===== src/rtl/mem_access_arbiter.sv =====
// Two-requester round-robin arbiter in front of a single-port word memory.
// Each access runs IDLE -> ACCESS -> DONE; the memory side is driven only from latched state.
module mem_access_arbiter #(
   parameter int DATA_W = 32,
   parameter int ADDR_W = 4
) (
   input  logic              clk,
   input  logic              rst,
   input  logic              req_a,
   input  logic              we_a,
   input  logic [ADDR_W-1:0] addr_a,
   input  logic [DATA_W-1:0] wdata_a,
   output logic              gnt_a,
   output logic              done_a,
   input  logic              req_b,
   input  logic              we_b,
   input  logic [ADDR_W-1:0] addr_b,
   input  logic [DATA_W-1:0] wdata_b,
   output logic              gnt_b,
   output logic              done_b,
   output logic [DATA_W-1:0] rdata,
   output logic              busy,
   output logic [ADDR_W-1:0] mem_addr,
   output logic [DATA_W-1:0] mem_write_data,
   output logic              mem_ldr_str_en,
   output logic              mem_load_en,
   output logic              mem_store_en,
   input  logic [DATA_W-1:0] mem_read_data
);

   typedef enum logic [1:0] {IDLE, ACCESS, DONE} state_t;

   state_t state, state_nxt;
   logic   req_any;
   logic   sel_b;    // winner of the current IDLE sample (1 = b)
   logic   win_b;    // latched winner of the access in flight
   logic   last_b;   // last grant went to b
   logic   lat_we;

   assign req_any = req_a | req_b;
   // On a tie the requester not granted last wins; otherwise the sole requester wins.
   assign sel_b   = (req_a && req_b) ? ~last_b : req_b;

   // NOTE: sequential state uses non-blocking assignments so every flop samples pre-edge values.
   always_ff @(posedge clk) begin
      if (rst) state <= IDLE;
      else     state <= state_nxt;
   end

   always_comb begin
      state_nxt = state;
      case (state)
         IDLE:    if (req_any) state_nxt = ACCESS;
         ACCESS:  state_nxt = DONE;
         DONE:    state_nxt = IDLE;
         default: state_nxt = IDLE;
      endcase
   end

   always_ff @(posedge clk) begin
      if (rst) begin
         last_b         <= 1'b1;
         win_b          <= 1'b0;
         lat_we         <= 1'b0;
         mem_addr       <= '0;
         mem_write_data <= '0;
         rdata          <= '0;
      end else begin
         if (state == IDLE && req_any) begin
            win_b          <= sel_b;
            last_b         <= sel_b;
            lat_we         <= sel_b ? we_b    : we_a;
            mem_addr       <= sel_b ? addr_b  : addr_a;
            mem_write_data <= sel_b ? wdata_b : wdata_a;
         end
         if (state == ACCESS && !lat_we) rdata <= mem_read_data;
      end
   end

   // NOTE: every output gets a default first so no path through the case infers a latch.
   always_comb begin
      gnt_a          = 1'b0;
      gnt_b          = 1'b0;
      done_a         = 1'b0;
      done_b         = 1'b0;
      mem_ldr_str_en = 1'b0;
      mem_load_en    = 1'b0;
      mem_store_en   = 1'b0;
      busy           = (state != IDLE);
      case (state)
         ACCESS: begin
            gnt_a          = ~win_b;
            gnt_b          = win_b;
            // Enables are gated by rst so a reset landing in ACCESS never reaches memory.
            mem_ldr_str_en = ~rst;
            mem_store_en   = lat_we & ~rst;
            mem_load_en    = ~lat_we & ~rst;
         end
         DONE: begin
            done_a = ~win_b & ~rst;
            done_b = win_b & ~rst;
         end
         default: ;
      endcase
   end

endmodule


===== config.mk =====
export PLATFORM = sky130hd
export DESIGN_NAME = mem_access_arbiter
export DESIGN_NICKNAME = d
export VERILOG_FILES = /design/src/rtl/mem_access_arbiter.sv
export SDC_FILE = /design/constraint.sdc
export NUM_CORES = 1
export LEC_CHECK = 0
export ABC_AREA = 1
export ABC_CLOCK_PERIOD_IN_PS = 1300
export BUFFER_PORTS_ARGS = -buffer_cell sky130_fd_sc_hd__clkbuf_2
export CAP_MARGIN = 20
export CORE_MARGIN = 3
export CORE_UTILIZATION = 40
export DETAILED_ROUTE_END_ITERATION = 10
export PLACE_DENSITY_LB_ADDON = 0.08
export SYNTH_ARGS = -nofsm -noshare
export SYNTH_HDL_FRONTEND = slang
export SYNTH_SLANG_ARGS = --single-unit
export TNS_END_PERCENT = 1

===== constraint.sdc =====
create_clock -name clk -period 1.3 [get_ports clk]
set_clock_uncertainty 0.05 [all_clocks]
set_input_delay 0.065 -clock clk [delete_from_list [all_inputs] [get_ports clk]]
set_output_delay 0.065 -clock clk [all_outputs]
set_load 0.01 [all_outputs]

Word level (Yosys, flattened, before mapping). Index checks and enable logic that the tools add are counted. W data, S select, Z words.

Bits in registers: 73. Input bits: 110. Logic and storage cells: 38.

Equal/unequal tests: 3. Muxes and demuxes: 13. Bitwise gates (word level): 9. Reduce and logical (&&, ||, !) cells: 6.

Operators with widths (number): $mux W32 (1); $mux W1 (9); $and A1 B1 Y1 (4); $mux W4 (1); $not A1 Y1 (4); $pmux W2 S2 (1); $logic_and A1 B1 Y1 (3); $eq A2 B1 Y1 const B (1); $eq A2 B2 Y1 const B (1); $logic_not A2 Y1 (1); $mux W2 (1); $ne A2 B2 Y1 const B (1); $reduce_bool A2 Y1 (1); $logic_not A1 Y1 (1); $or A1 B1 Y1 (1).

Depth between registers and ports, before layout. Gate-level depths: netlist of run 1.

Word-level depth: 3. Gate-level depth with buffers: 8.

Worst setup path after synthesis of run 1. OpenSTA, ideal clock, no wires.

Kind: flip-flop to flip-flop. Start: register state[0]. End: register mem_write_data[12]. Setup time: 0.112 ns. Arrival: 1.021 ns. Path slack: 0.117 ns. Cell stages (with the launch flop): 9. Path buffers: 2. Clock period less this slack: 1.183 ns. Path through: dfxtp_1 > buf_6 > inv_2 > nand2_2 > nor2_8 > buf_6 > nand2_1 > nor2_1 > nor2_1.

Longest elaborated chain between the ends: 2.

Ends and longest elaborated chain: start, declared (RTL line 33) `state_t state, state_nxt;`; start signal, assigned (RTL line 47) `else state <= state_nxt;`; $logic_not A2 Y1 (RTL line 69) `if (state == IDLE && req_any) begin`; $logic_and A1 B1 Y1 (RTL line 69); end signal, assigned (RTL line 74) `mem_write_data <= sel_b ? wdata_b : wdata_a;`; end, declared (RTL line 24) `output logic [DATA_W-1:0] mem_write_data,`.

No other way between the ends. A chain may end at the register's enable or synchronous reset.

Final worst setup path of run 1.
Start: register state[0]. End: output port mem_store_en.

Longest elaborated chain between the ends: 2.

Ends and longest elaborated chain: $eq A2 B1 Y1 (RTL line 90) `case (state)`; $mux W1 (RTL line 90); end, declared (RTL line 27) `output logic mem_store_en,`.

No other way between the ends.

==> results.toml, run 1 <==
[outcome]
outcome = "finished, violations left"
violations = "negative setup slack"

[logic_synthesis]
ys.warnings.count = 0
synth-seq-area-share = 0.3990
synth-seq-cells = 73
syn-num-nets = 647
synth_cell_types = 22
syn_area_um2 = 3662
synth_cells = 537
syn_avg_cell_area_um2 = 6.820

[final_layout]
drive_above_1_share = 0.3219
n_fill_cell = 829
multi_input_area_um2 = 1822
fin_util = 0.6178
diodes = 0
nets = 866
stdcell_count = 869
syn_to_final_growth_pct = 48.55
register_area_um2 = 1466
finalInstanceArea_um2 = 5440

[cts]
clock-sinks = 73
root_buffer = "clkbuf_8"
cts_max_path_buffers = 2
clk_latency_ps = 330
cts_tree = "yes"
clkSlewWorstSetupHoldPaths_ps = 90
cts_inserted_buffers = 9
htree_num_levels = 3

[routing]
drc = 0
first_iter_violations = 137
vias_per_cell = 4.679
drt-total-wl_um = 10480
dr.pass1.iters = 4
vias = 4066
antenna_left = 0
wl_per_cell_um = 12.06

[die]
start_util = 0.4159
dieArea_um2 = 10340
core_um2 = 8806
die_h_um = 101.7
die_width_um = 101.7
rows = 34
io_pins = 186

[setup_path]
cp.required_ps = 1190
worstSetupStartpointType = "flop"
cp-end-kind = "output pin"
crit_type = "reg2out"
worstPathArrival_ps = 1230
crit_fanout = 5

[global_routing]
grt_max_degree = 57
grt_pass1_wl_um = 16790
grt_pass1_vias = 3813
grt.overflow.total = 0
antenna_found_initial = 0
grt_usage = 0.2002

[flow_run]
cap_violations = 0

[min_path]
hold_class = "in2reg"

[sta]
rsz0062_at_grt = "yes"
max_slew.worst_pin.slew_ps = 297.3
setup_viol = 2
setup_slack_ps = -45.31
max-slew-margin-rel = 0.8018
min_period_ps = 1345
hold_slack_ps = 12.76
fin_crit_sh = 1.035
final_hold_viol_count = 0
slew_viol_final = 0
max_freq_ghz = 0.7433

[placed_design]
numPlacedInstances = 806
post_dp_cell_area_um2 = 4696
io_buffers = 185
place_hpwl_um = 7309
gp_congestion = 0.7962
place_ws_ps = 76.38

[pwr]
power.density_nw_per_um2 = 1135
p_leak_nw = 2.745
irDropWorstVdd_uv = 676.9
cell families (layout without fill, tap and decap cells):
| logic type | Yosys count | in the layout | synth area share |
|---|---|---|---|
| flip-flops | 73 | 73 | 0.3990 |
| buffers and inverters | 86 | 310 | 0.1186 |
| AND/OR/NAND/NOR | 307 | 307 | 0.3591 |
| AO/OA/AOI/OAI | 71 | 71 | 0.1233 |
worst paths after layout:
path | end | cells past startpoint | startpoint | slack (ps)
hold / removal | mem_write_data[5]$_SDFFE_PP0P_ | 5 | wdata_b[5] | 10
setup reg to reg | mem_addr[3]$_SDFFE_PP0P_ | 7 | state[1]$_SDFFE_PP0P_ | 80
hold reg to reg | rdata[0]$_SDFFE_PP0P_ | 2 | rdata[0]$_SDFFE_PP0P_ | 410
setup / recovery | mem_store_en | 4 | state[0]$_SDFFE_PP0P_ | -50
critical path, cell delays in order (launching register included):
cell	delay, ps
dfxtp_4	380
buf_6	120
nand2_8	60
nor3_4	180
buf_2	160
sequential cells by signal, summed over array words and instances, names as in the netlist:
register / flops
mem_addr: 4
state: 2
mem_write_data: 32
last_b: 1
lat_we: 1
win_b: 1
rdata: 32
synth_stat cells:
cell type	number	area, um^2
buf_6	10	112.6
nand2_2	2	12.51
o21ai_2	1	8.760
buf_4	5	37.54
nor2_1	81	304.0
nor2_2	1	6.260
nor2_8	1	20.02
nand3_2	1	10.01
clkinv_1	1	3.750
inv_2	2	7.510
clkbuf_1	14	52.55
dfxtp_1	73	1461
buf_1	2	7.510
a21boi_1	10	75.07
inv_1	38	142.6
nand3_1	39	195.2
a21oi_1	33	165.2
nand4_1	32	200.2
nand2_1	147	551.8
nor3_1	3	15.01
a21boi_0	27	202.7
buf_2	14	70.07
cell type report:
cell class | count | share of cell area
multi-input cells | 378 | 0.3349
clock buffers | 10 | 0.02346
clock inverters | 6 | 0.01656
repair buffers | 253 | 0.3013
inverters | 41 | 0.02944
well taps | 108 | 0.02484
flip-flops and latches | 73 | 0.2695
layout by cell type (no fill, tap or decap), types with 5 or more instances in the layout:
cell / count
dlygate4sd3_1: 40
a21boi_0: 27
buf_4: 17
nand2_1: 145
clkbuf_8: 9
nand3_1: 39
a21oi_1: 33
a21boi_1: 10
clkbuf_2: 180
buf_2: 5
nor2_1: 79
nand4_1: 32
dfxtp_1: 71
buf_12: 7
inv_1: 38
stage by stage:
step | total power (W) | setup TNS [ps]
after global placement | 0.004121 | 0
after detailed placement | 0.004144 | 0
final | 0.006174 | -57.56
after floorplan | 0.003560 | 0
after global routing | 0.006562 | -817.4
after CTS | 0.006210 | -74.50
power breakdown:
group / internal, W / leakage (nW) / switching [W]
Sequential: 0.00245 / 0.602 / 0.000119
Clock: 0.00109 / 0.107 / 0.000844
Combinational: 0.000769 / 2.04 / 0.000907
Total: 0.00430 / 2.74 / 0.00187
per-layer routing:
metal  track usage  up-vias  wire length (um)
met5             0        -                 0
met4       0.07873        0               184
met3       0.04752       14               804
met2        0.3436      141              5072
met1        0.2412     1753              4420
li1              -     2158                 -
what timing repair did:
| action | CTS | global route |
|---|---|---|
| cloned | 0 | 0 |
| pin swaps | 0 | 2 |
| resized for setup | 8 | 17 |
| setup buffers | 3 | 4 |
| endpoints found under the hold margin | 40 | 0 |
| setup endpoints to repair | 6 | 41 |
| hold buffers | 40 | 0 |
Note: power is estimated with default switching activity, not from simulation.
==> run 2: changes to the inputs <==
--- a/config.mk
+++ b/config.mk
@@ -6,7 +6,7 @@
 export NUM_CORES = 1
 export LEC_CHECK = 0
 export ABC_AREA = 1
-export ABC_CLOCK_PERIOD_IN_PS = 1300
+export ABC_CLOCK_PERIOD_IN_PS = 1600
 export BUFFER_PORTS_ARGS = -buffer_cell sky130_fd_sc_hd__clkbuf_2
 export CAP_MARGIN = 20
 export CORE_MARGIN = 3
==> constraint.sdc (replaced) <==
create_clock -name clk -period 1.6 [get_ports clk]
set_clock_uncertainty 0.05 [all_clocks]
set_input_delay 0.08 -clock clk [delete_from_list [all_inputs] [get_ports clk]]
set_output_delay 0.08 -clock clk [all_outputs]
set_load 0.01 [all_outputs]
==> run 2 against run 1 <==
Compared with the run above: the flow now finishes without violations; wire length down 0.34%; sequential share of layout area up 1.4 points; utilization fell by 3.3 points; non-clock buffer count down 21; largest cell class unchanged.
==> results.toml, run 2 (synthesis results as in run 1) <==
[routing]
antenna_left = 0
first_iter_violations = 78
drt-total-wl_um = 10450
dr.pass1.iters = 4
vias_per_cell = 4.704
vias = 3989
drc = 0
wl_per_cell_um = 12.32

[die]
die_width_um = 101.7
dieArea_um2 = 10340
io_pins = 186
start_util = 0.4159
core_um2 = 8806
die_h_um = 101.7
rows = 34

[setup_path]
crit_type = "reg2out"
reg2reg_slack_ps = 190
crit_chain = "inv_4 > buf_12 > nand2_2 > nor3_2 > clkbuf_2"
reg2reg_to = "mem_write_data[15]$_SDFFE_PP0P_"
cp_slowest_cell = "dfxtp_1"
cp.required_ps = 1470
worstSetupStartpointType = "flop"
worst-path-buf-inv = 3
worstPathArrival_ps = 1340
crit_fanout = 25
rr_startpoint = "state[1]$_SDFFE_PP0P_"
rr_worst_depth = 8
critPathTopFamily = "buffers and inverters"
cp-end-kind = "output pin"
cpPeakStageDelay_ps = 350

[cts]
clkSlewWorstSetupHoldPaths_ps = 80
cts_max_path_buffers = 2
cts_inserted_buffers = 9
root_buffer = "clkbuf_8"
cts_tree = "yes"
clk_latency_ps = 330
clock-sinks = 73
htree_num_levels = 3

[sta]
setup_viol = 0
max_slew.worst_pin.slew_ps = 1002
fin_crit_sh = 0.9157
min_period_ps = 1465
slew_viol_final = 0
hold_slack_ps = 26.01
max_freq_ghz = 0.6826
rsz0062_at_grt = "no"
fin_tns_setup_ps = 0
final_hold_viol_count = 0
max-slew-margin-rel = 0.3293

[global_routing]
use_met3 = 0.04890
grt_pass1_vias = 3652
gr-max-usage-layer = "met2"
grt.overflow.total = 0
use_met2 = 0.3451
grt_usage = 0.1967
grt_pass1_wl_um = 16420
grt_max_degree = 76
grt_use_met1 = 0.2338
antenna_found_initial = 0

[min_path]
hp-start = "wdata_b[17]"
whs_path_depth = 5
hold_class = "in2reg"
hold_path_end = "mem_write_data[17]$_SDFFE_PP0P_"

[pwr]
seqPwrFrac = 0.434
intPower_w = 0.003268
p_leak_nw = 2.603
swShare = 0.3188
power.density_nw_per_um2 = 931.5
p_sw_w = 0.001529
total_power_w = 0.004797
p_clk_frac = 0.304
irDropWorstVdd_uv = 537.7
combPwrFrac = 0.262

[outcome]
outcome = "finished clean"

[final_layout]
final_cell_mix = "clkbuf_2, nand2_1, nor2_1"
final_common_cell = "clkbuf_2"
nets = 845
drive_above_1_share = 0.3081
finalInstanceArea_um2 = 5150
diodes = 0
syn_to_final_growth_pct = 40.62
reg.largest.list = "mem_write_data (32), rdata (32), mem_addr (4)"

[placed_design]
io_buffers = 185
post_dp_cell_area_um2 = 4606
gp_congestion = 0.7893
place_hpwl_um = 7134

[flow_run]
cap_violations = 0
[run 2: changes by cell type in the layout (fill, tap and decap cells not counted), sizes merged, moves of 2 or more]
cell	previous run	this run
buf	33	15
clkbuf	190	194
clkinv	4	2
clkinvlp	1	3
dlygate4sd3	40	32
inv	40	42
[run 2: worst register-to-register path, cell delays in order (launching register included)]
cell and delay, ps:
dfxtp_1 350, inv_4 90, buf_4 170, nand2_2 110, nor2_8 100, buf_12 200
nand2_1 70, nor2_1 110, nor2_1 50
[run 2: timing repair]
action,4_1_cts,5_1_grt
hold buffers,32,0
buffers inserted,1,0
hold endpoints to repair,32,0
setup endpoints to repair,5,2
gates resized for setup,3,2
[run 2: metal layers]
layer,part of all wire,vias up
met4,0.014,0
met3,0.075,14
met2,0.48,133
met5,0,-
li1,-,2122
met1,0.43,1720
[run 2: worst max path at each step]
stage | from | to | slack, ps | cells after the start
final | state[1]$_SDFFE_PP0P_ | mem_store_en | 130 | 5
after global routing | state[1]$_SDFFE_PP0P_ | mem_store_en | 10 | 5
after CTS | state[1]$_SDFFE_PP0P_ | mem_store_en | 70 | 5
after detailed placement | state[0]$_SDFFE_PP0P_ | mem_write_data[16]$_SDFFE_PP0P_ | 80 | 5
after global placement | state[0]$_SDFFE_PP0P_ | mem_write_data[15]$_SDFFE_PP0P_ | 120 | 5
after floorplan | state[0]$_SDFFE_PP0P_ | mem_write_data[12]$_SDFFE_PP0P_ | 420 | 8
[run 2: layout make-up]
| class | count | area, um^2 |
|---|---|---|
| fill | 844 | 3656 |
| clock inverter | 7 | 78.83 |
| multi-input combinational | 378 | 1784 |
| inverter | 41 | 156.4 |
| timing repair buffer | 232 | 1409 |
| tap | 108 | 135.1 |
| sequential | 73 | 1463 |
| clock buffer | 9 | 123.9 |
[run 2: power groups by stage]
stage | clock network [W] | logic (W) | registers (W)
final | 0.00146 | 0.00126 | 0.00208
after global routing | 0.00158 | 0.00143 | 0.00210
after CTS | 0.00152 | 0.00127 | 0.00208
after detailed placement | 0 | 0.00120 | 0.00212
after global placement | 0 | 0.00118 | 0.00212
after floorplan | 0 | 0.000711 | 0.00218
[run 2: metrics by stage]
| step | util | worst slack (ps) | std cells |
|---|---|---|---|
| after global placement | 0.5230 | 120.0 | 799 |
| after global routing | 0.5848 | 14.63 | 848 |
| after floorplan | - | 417.2 | 537 |
| after CTS | 0.5840 | 65.79 | 848 |
| after detailed placement | 0.5230 | 82.34 | 799 |
| final | 0.5848 | 134.9 | 848 |
